$ cat config.mk
export PLATFORM = sky130hd
export DESIGN_NAME = prog_loader
export DESIGN_NICKNAME = d
export VERILOG_FILES = /design/src/rtl/prog_loader_pkg.sv /design/src/rtl/prog_loader_pin_sync.sv /design/src/rtl/prog_loader.sv
export SDC_FILE = /design/constraint.sdc
export NUM_CORES = 1
export LEC_CHECK = 0
export ABC_AREA = 1
export BUFFER_PORTS_ARGS = -buffer_cell sky130_fd_sc_hd__buf_4
export CORE_MARGIN = 2
export CORE_UTILIZATION = 40
export DETAILED_ROUTE_END_ITERATION = 7
export PLACE_DENSITY = 0.64
export SKIP_LAST_GASP = 1
export SLEW_MARGIN = 20
export SYNTH_ARGS = -nofsm -noshare
export SYNTH_HDL_FRONTEND = slang
export SYNTH_SLANG_ARGS = --single-unit
$ cat constraint.sdc
create_clock -name clk -period 2.1 [get_ports clk]
set_input_delay 0.21 -clock clk [delete_from_list [all_inputs] [get_ports clk]]
set_output_delay 0.21 -clock clk [all_outputs]
set_load 0.01 [all_outputs]
$ cat src/rtl/prog_loader_pkg.sv
// Shared types and sizes for the program loader and the accumulator core it feeds.
package prog_loader_pkg;

  localparam int DEPTH       = 32;
  localparam int AW          = $clog2(DEPTH);
  localparam int DW          = 8;
  localparam int SYNC_STAGES = 2;

  localparam logic [AW:0] CNT_FULL = (AW+1)'(DEPTH);

  typedef enum logic [2:0] {
    ST_IDLE,
    ST_LOAD,
    ST_CHECK,
    ST_RUN,
    ST_ERROR
  } state_e;

  function automatic logic is_busy(input state_e s);
    return (s == ST_LOAD) || (s == ST_CHECK);
  endfunction

endpackage

$ cat src/rtl/prog_loader_pin_sync.sv
// Multi-flop synchronizer for asynchronous pins with registered rise/fall pulses.
// level is delayed by the edge flop so it lines up with the pulses.
module pin_sync #(
  parameter int W      = 1,
  parameter int STAGES = 2
) (
  input  logic         clk,
  input  logic         rst_n,
  input  logic [W-1:0] d_in,
  output logic [W-1:0] level,
  output logic [W-1:0] rise,
  output logic [W-1:0] fall
);

  logic [STAGES-1:0][W-1:0] sync_q, sync_d;
  logic [W-1:0] edge_q, edge_d;
  logic [W-1:0] rise_q, rise_d;
  logic [W-1:0] fall_q, fall_d;

  always_comb begin
    sync_d    = '0;
    sync_d[0] = d_in;
    for (int i = 1; i < STAGES; i++) sync_d[i] = sync_q[i-1];
    edge_d = sync_q[STAGES-1];
    rise_d = sync_q[STAGES-1] & ~edge_q;
    fall_d = ~sync_q[STAGES-1] & edge_q;
  end

  always_ff @(posedge clk or negedge rst_n) begin
    if (!rst_n) begin
      sync_q <= '0;
      edge_q <= '0;
      rise_q <= '0;
      fall_q <= '0;
    end else begin
      sync_q <= sync_d;
      edge_q <= edge_d;
      rise_q <= rise_d;
      fall_q <= fall_d;
    end
  end

  assign level = edge_q;
  assign rise  = rise_q;
  assign fall  = fall_q;

endmodule

$ cat src/rtl/prog_loader.sv
// Streams a program image from the pins into the core memory, verifies the
// trailing checksum byte and only then releases the core.
//
// state    | meaning
// ST_IDLE  | no session; core held
// ST_LOAD  | writing image bytes to memory
// ST_CHECK | waiting for checksum byte
// ST_RUN   | image verified; core running
// ST_ERROR | checksum mismatch; core held
module prog_loader
  import prog_loader_pkg::*;
(
  input  logic          clk,
  input  logic          rst_n,
  input  logic [DW-1:0] pin_data,
  input  logic          pin_strobe,
  input  logic          pin_load,
  output logic          mem_we,
  output logic [AW-1:0] mem_addr,
  output logic [DW-1:0] mem_wdata,
  output logic          cpu_run,
  output logic          busy,
  output logic          err,
  output logic [AW:0]   byte_cnt
);

  logic          load_lvl, load_rise, load_fall;
  logic          strb_lvl, strb_rise, strb_fall;
  logic [DW-1:0] data_lvl, data_rise, data_fall;

  pin_sync #(.W(1), .STAGES(SYNC_STAGES)) u_sync_load (
    .clk(clk), .rst_n(rst_n), .d_in(pin_load),
    .level(load_lvl), .rise(load_rise), .fall(load_fall)
  );

  pin_sync #(.W(1), .STAGES(SYNC_STAGES)) u_sync_strb (
    .clk(clk), .rst_n(rst_n), .d_in(pin_strobe),
    .level(strb_lvl), .rise(strb_rise), .fall(strb_fall)
  );

  pin_sync #(.W(DW), .STAGES(SYNC_STAGES)) u_sync_data (
    .clk(clk), .rst_n(rst_n), .d_in(pin_data),
    .level(data_lvl), .rise(data_rise), .fall(data_fall)
  );

  state_e        state_q, state_d;
  logic [AW:0]   cnt_q, cnt_d;
  logic [DW-1:0] sum_q, sum_d, chk_sum;
  logic [DW-1:0] wdata_q, wdata_d;
  logic [AW-1:0] addr_q, addr_d;
  logic          we_q, we_d, run_q, run_d, busy_q, busy_d, err_q, err_d;

  always_comb begin
    state_d = state_q;
    cnt_d   = cnt_q;
    sum_d   = sum_q;
    err_d   = err_q;
    addr_d  = addr_q;
    wdata_d = wdata_q;
    we_d    = 1'b0;
    chk_sum = sum_q + data_lvl;

    // A load rise restarts the session from any state and swallows a coincident strobe.
    if (load_rise) begin
      state_d = ST_LOAD;
      cnt_d   = '0;
      sum_d   = '0;
      err_d   = 1'b0;
    end else begin
      case (state_q)
        ST_LOAD: begin
          if (load_fall) begin
            state_d = ST_IDLE;
          end else if (strb_rise) begin
            we_d    = 1'b1;
            addr_d  = cnt_q[AW-1:0];
            wdata_d = data_lvl;
            cnt_d   = cnt_q + 1'b1;
            sum_d   = chk_sum;
            if (cnt_d == CNT_FULL) state_d = ST_CHECK;
          end
        end
        ST_CHECK: begin
          if (load_fall) begin
            state_d = ST_IDLE;
          end else if (strb_rise) begin
            if (chk_sum == '0) begin
              state_d = ST_RUN;
            end else begin
              state_d = ST_ERROR;
              err_d   = 1'b1;
            end
          end
        end
        default: ;
      endcase
    end

    run_d  = (state_d == ST_RUN);
    busy_d = is_busy(state_d);
  end

  always_ff @(posedge clk or negedge rst_n) begin
    if (!rst_n) begin
      state_q <= ST_IDLE;
      cnt_q   <= '0;
      sum_q   <= '0;
      err_q   <= 1'b0;
      addr_q  <= '0;
      wdata_q <= '0;
      we_q    <= 1'b0;
      run_q   <= 1'b0;
      busy_q  <= 1'b0;
    end else begin
      state_q <= state_d;
      cnt_q   <= cnt_d;
      sum_q   <= sum_d;
      err_q   <= err_d;
      addr_q  <= addr_d;
      wdata_q <= wdata_d;
      we_q    <= we_d;
      run_q   <= run_d;
      busy_q  <= busy_d;
    end
  end

  assign mem_we    = we_q;
  assign mem_addr  = addr_q;
  assign mem_wdata = wdata_q;
  assign cpu_run   = run_q;
  assign busy      = busy_q;
  assign err       = err_q;
  assign byte_cnt  = cnt_q;

endmodule

==> qor.csv <==
stage,metric,value,unit
outcome,status,"finished, final reports clean",
global_route,grt ovf,0,
power,PwrDens,1170,nW/um^2
yosys,Netlist cell types,30,
final_layout,Area growth syn-to-layout,29.3,%
timing,Worst-Margin Slew,811,ps
place,Post-DP HPWL,3790,um
power,Comb power frac,31.6,%
die,Core ar.,6830,um^2
routing,drt drc,0,
power,sw power,1.43,mW
yosys,Syn Std Cell Area,2850,um^2
clock_network,Skew-Pair Late Insertion Delay,340,ps
flow_run,Max Cap Viol,0,
routing,vias,2139,
setup_path,Setup CP Type,reg -> reg,
timing,RSZ-0062 raised after global routing,yes,
routing,Post-DRT Antenna Nets,0,
yosys,post-synthesis async set-or-reset flop share,100,%
yosys,"Seq/Total Area, Yosys",58.8,%
clock_network,clock transition at the registers of the reported paths,70,ps
timing,period utilization,99.7,%
clock_network,htree depth,3,
final_layout,post-route insts no fill,457,
routing,Pre-Repair DR Iteration Count,4,
timing,endpoints failing setup,0,
routing,final WL,5710,um
power,worst IR drop on VDD,0.654,mV
routing,routed len/inst,12.5,um
setup_path,CP required,2330,ps
place,Setup WS pre-CTS,-65.2,ps
timing,min cycle time layout,2090,ps
die,Rows,30,
yosys,"EDFF count, synth",0,
setup_path,WP data arrival,2330,ps
timing,Slew Limit Fails,0,
die,Top-Level Pins,35,
yosys,Syn Inst Count,299,
timing,fin worst setup slack,5.55,ps
yosys,Mapped Nets,320,
global_route,All-Layer GR Usage,16.1,%
place,port buffer count,34,
yosys,ys flop type,dfrtp_1,
clock_network,CTS Root Buffer Type,clkbuf_8,
power,Flop pwr share,37.9,%
global_route,largest net degree at the start of global routing,68,
place,Inst Count DP,429,
power,Clock Power Share,30.5,%
die,die area,7810,um^2
routing,Iter 0 DRT Violations,133,
timing,FMAX,0.477,GHz
setup_path,worst-path maximum fanout,4,
setup_path,Crit. End Element,flop,
yosys,Post-Syn Area per Cell,9.53,um^2
final_layout,fill cell count,648,
timing,setup total negative slack,0,ps
timing,Hold WS,349,ps
die,Chip Width,88.4,um
die,Die Height,88.4,um
power,leakage dissipation,1.88,nW
clock_network,total CTS buffers,9,
timing,Final Hold Viols,0,
power,switch share,33.2,%
global_route,vias in the first global route,2073,
hold_path,Hold Path Depth,0,
final_layout,post-route cell area,3680,um^2
final_layout,ant diodes,0,
routing,drt via density,4.68,
clock_network,maximum clock insertion buffer count,2,
timing,Slew HR,46.0,%
hold_path,worst min-delay path class,reg -> reg,
place,placer congestion estimate,0.847,
yosys,"flops & latches, synth",67,
clock_network,TritonCTS Sinks,67,
global_route,first-pass GRT wire length,9530,um
place,"Cell Area, Placed",3240,um^2
final_layout,share of layout cells above drive strength 1,29.6,%
timing,Fin Clk Skew,4.81,ps
setup_path,crit start category,flop,
die,initial core utilization,41.7,%
power,Int Pwr,2.88,mW
yosys,Ys Warns,0,
setup_path,R2R cell count,14,
global_route,initial antenna violation count,0,
clock_network,TritonCTS clock tree,yes,
final_layout,Final nets,377,
## power by group through the flow
stage | Sequential (mW) | Clock, mW | Combinational, mW
3_3_place_gp | 1.65 | 0 | 1.20
3_5_place_dp | 1.66 | 0 | 1.23
6_report | 1.63 | 1.32 | 1.37
4_1_cts | 1.64 | 1.33 | 1.27
2_1_floorplan | 1.69 | 0 | 0.761
5_1_grt | 1.66 | 1.39 | 1.52
## per-layer routing
metal | wire length (um) | global-route usage, % | vias to the layer above
met4 | 53 | 5.65 | 0
met3 | 187 | 4.66 | 6
met5 | 0 | 0 | -
met1 | 2770 | 22.7 | 1029
li1 | - | - | 1061
met2 | 2700 | 23.9 | 43
## layout by cell type, fill, tap and decap left out, types with 6 or more instances in the layout
cell type and n:
nand2_2 20, dlygate4sd3_1 11, nor2_1 17, dfrtp_1 67
ha_1 7, o21ai_1 6, clkbuf_8 10, inv_1 26
nand3_1 27, nand3_2 7, buf_4 40, nand2_1 74
o21ai_0 8, inv_2 7
## layout make-up
| class | instances | area [um^2] | share of cell area [%] |
|---|---|---|---|
| Sequential cell | 67 | 1680 | 45.5 |
| Multi-Input combinational cell | 193 | 1100 | 29.8 |
| Timing Repair Buffer | 51 | 410 | 11.1 |
| Clock buffer | 10 | 138 | 3.74 |
| Inverter | 34 | 128 | 3.46 |
| Tap cell | 96 | 120 | 3.26 |
| Clock inverter | 6 | 113 | 3.06 |
## critical path, cell delays in order, from the launching register on
cell	delay, ps
dfrtp_1	390
ha_2	200
fa_2	410
nand2_2	110
nand2_4	60
nand3_4	80
nand3_1	90
nand2_2	110
nand2_2	70
nor2_4	120
nand4_2	80
nand2_2	110
inv_2	50
nand4_1	60
nand2_1	50
## repair_timing
action                                  in CTS  in global routing
pin swaps                                    2                 12
hold endpoints to repair                    18                  0
resized for setup                            4                 17
endpoints found under the setup margin       2                  4
hold buffers                                11                  0
buffers inserted                             1                  0
## kinds of logic (layout without fill, tap and decap cells)
family | Yosys count | count (layout) | share of synthesized area [%]
simple gates | 161 | 161 | 26.8
flops | 67 | 67 | 58.8
buf+inv | 39 | 101 | 5.23
compound gates | 19 | 19 | 3.65
fa+ha+maj | 9 | 9 | 4.22
xor+xnor | 4 | 4 | 1.23
## Yosys cell counts (2+ instances only)
| cell | instances | share of area, % |
|---|---|---|
| nand3_2 | 2 | 0.70 |
| a21oi_2 | 2 | 0.61 |
| xor2_1 | 3 | 0.92 |
| nand2_2 | 15 | 3.3 |
| o21ai_0 | 8 | 1.4 |
| dfrtp_1 | 67 | 59 |
| nor3_1 | 2 | 0.35 |
| nor2_4 | 2 | 0.79 |
| inv_1 | 27 | 3.6 |
| a21oi_1 | 2 | 0.35 |
| ha_1 | 8 | 3.5 |
| nor3_2 | 2 | 0.70 |
| nand2_1 | 81 | 11 |
| buf_2 | 2 | 0.35 |
| inv_2 | 6 | 0.79 |
| nand3_1 | 32 | 5.6 |
| o21ai_1 | 6 | 1.1 |
| clkbuf_1 | 2 | 0.26 |
| nor2_1 | 19 | 2.5 |
## worst paths after layout
check / startpoint / end / slack [ps]
min in group asynchronous: rst_n / u_sync_data.sync_d[10] / 510
setup / recovery: sum_q[0] / busy / 6
hold reg to reg: u_sync_data.edge_d[3] / u_sync_data.level[3] / 350
setup reg to reg: sum_q[0] / busy / 6
max in group asynchronous: rst_n / u_sync_data.level[7] / 1060
hold / removal: u_sync_data.edge_d[3] / u_sync_data.level[3] / 350
## per-stage QoR
stage	utilization [%]	power, mW
3_3_place_gp	47.4	2.85
6_report	53.9	4.32
5_1_grt	53.9	4.57
3_5_place_dp	47.4	2.89
2_1_floorplan	-	2.45
4_1_cts	53.0	4.24
## state kept, by name, indices dropped and copies added (netlist names)
| name | cells |
|---|---|
| cpu_run | 1 |
| u_sync_load.level | 1 |
| u_sync_strb.rise | 1 |
| u_sync_strb.edge_d | 1 |
| mem_we | 1 |
| u_sync_load.edge_d | 1 |
| state_q | 3 |
| u_sync_data.sync_d | 8 |
| busy | 1 |
| sum_q | 8 |
| u_sync_load.fall | 1 |
| u_sync_data.level | 8 |
| mem_addr | 5 |
| mem_wdata | 8 |
| u_sync_strb.level | 1 |
| u_sync_data.edge_d | 8 |
| u_sync_load.sync_d | 1 |
| err | 1 |
| byte_cnt | 6 |
| u_sync_strb.sync_d | 1 |
| u_sync_load.rise | 1 |
Note: power is estimated with default switching activity, not from simulation.
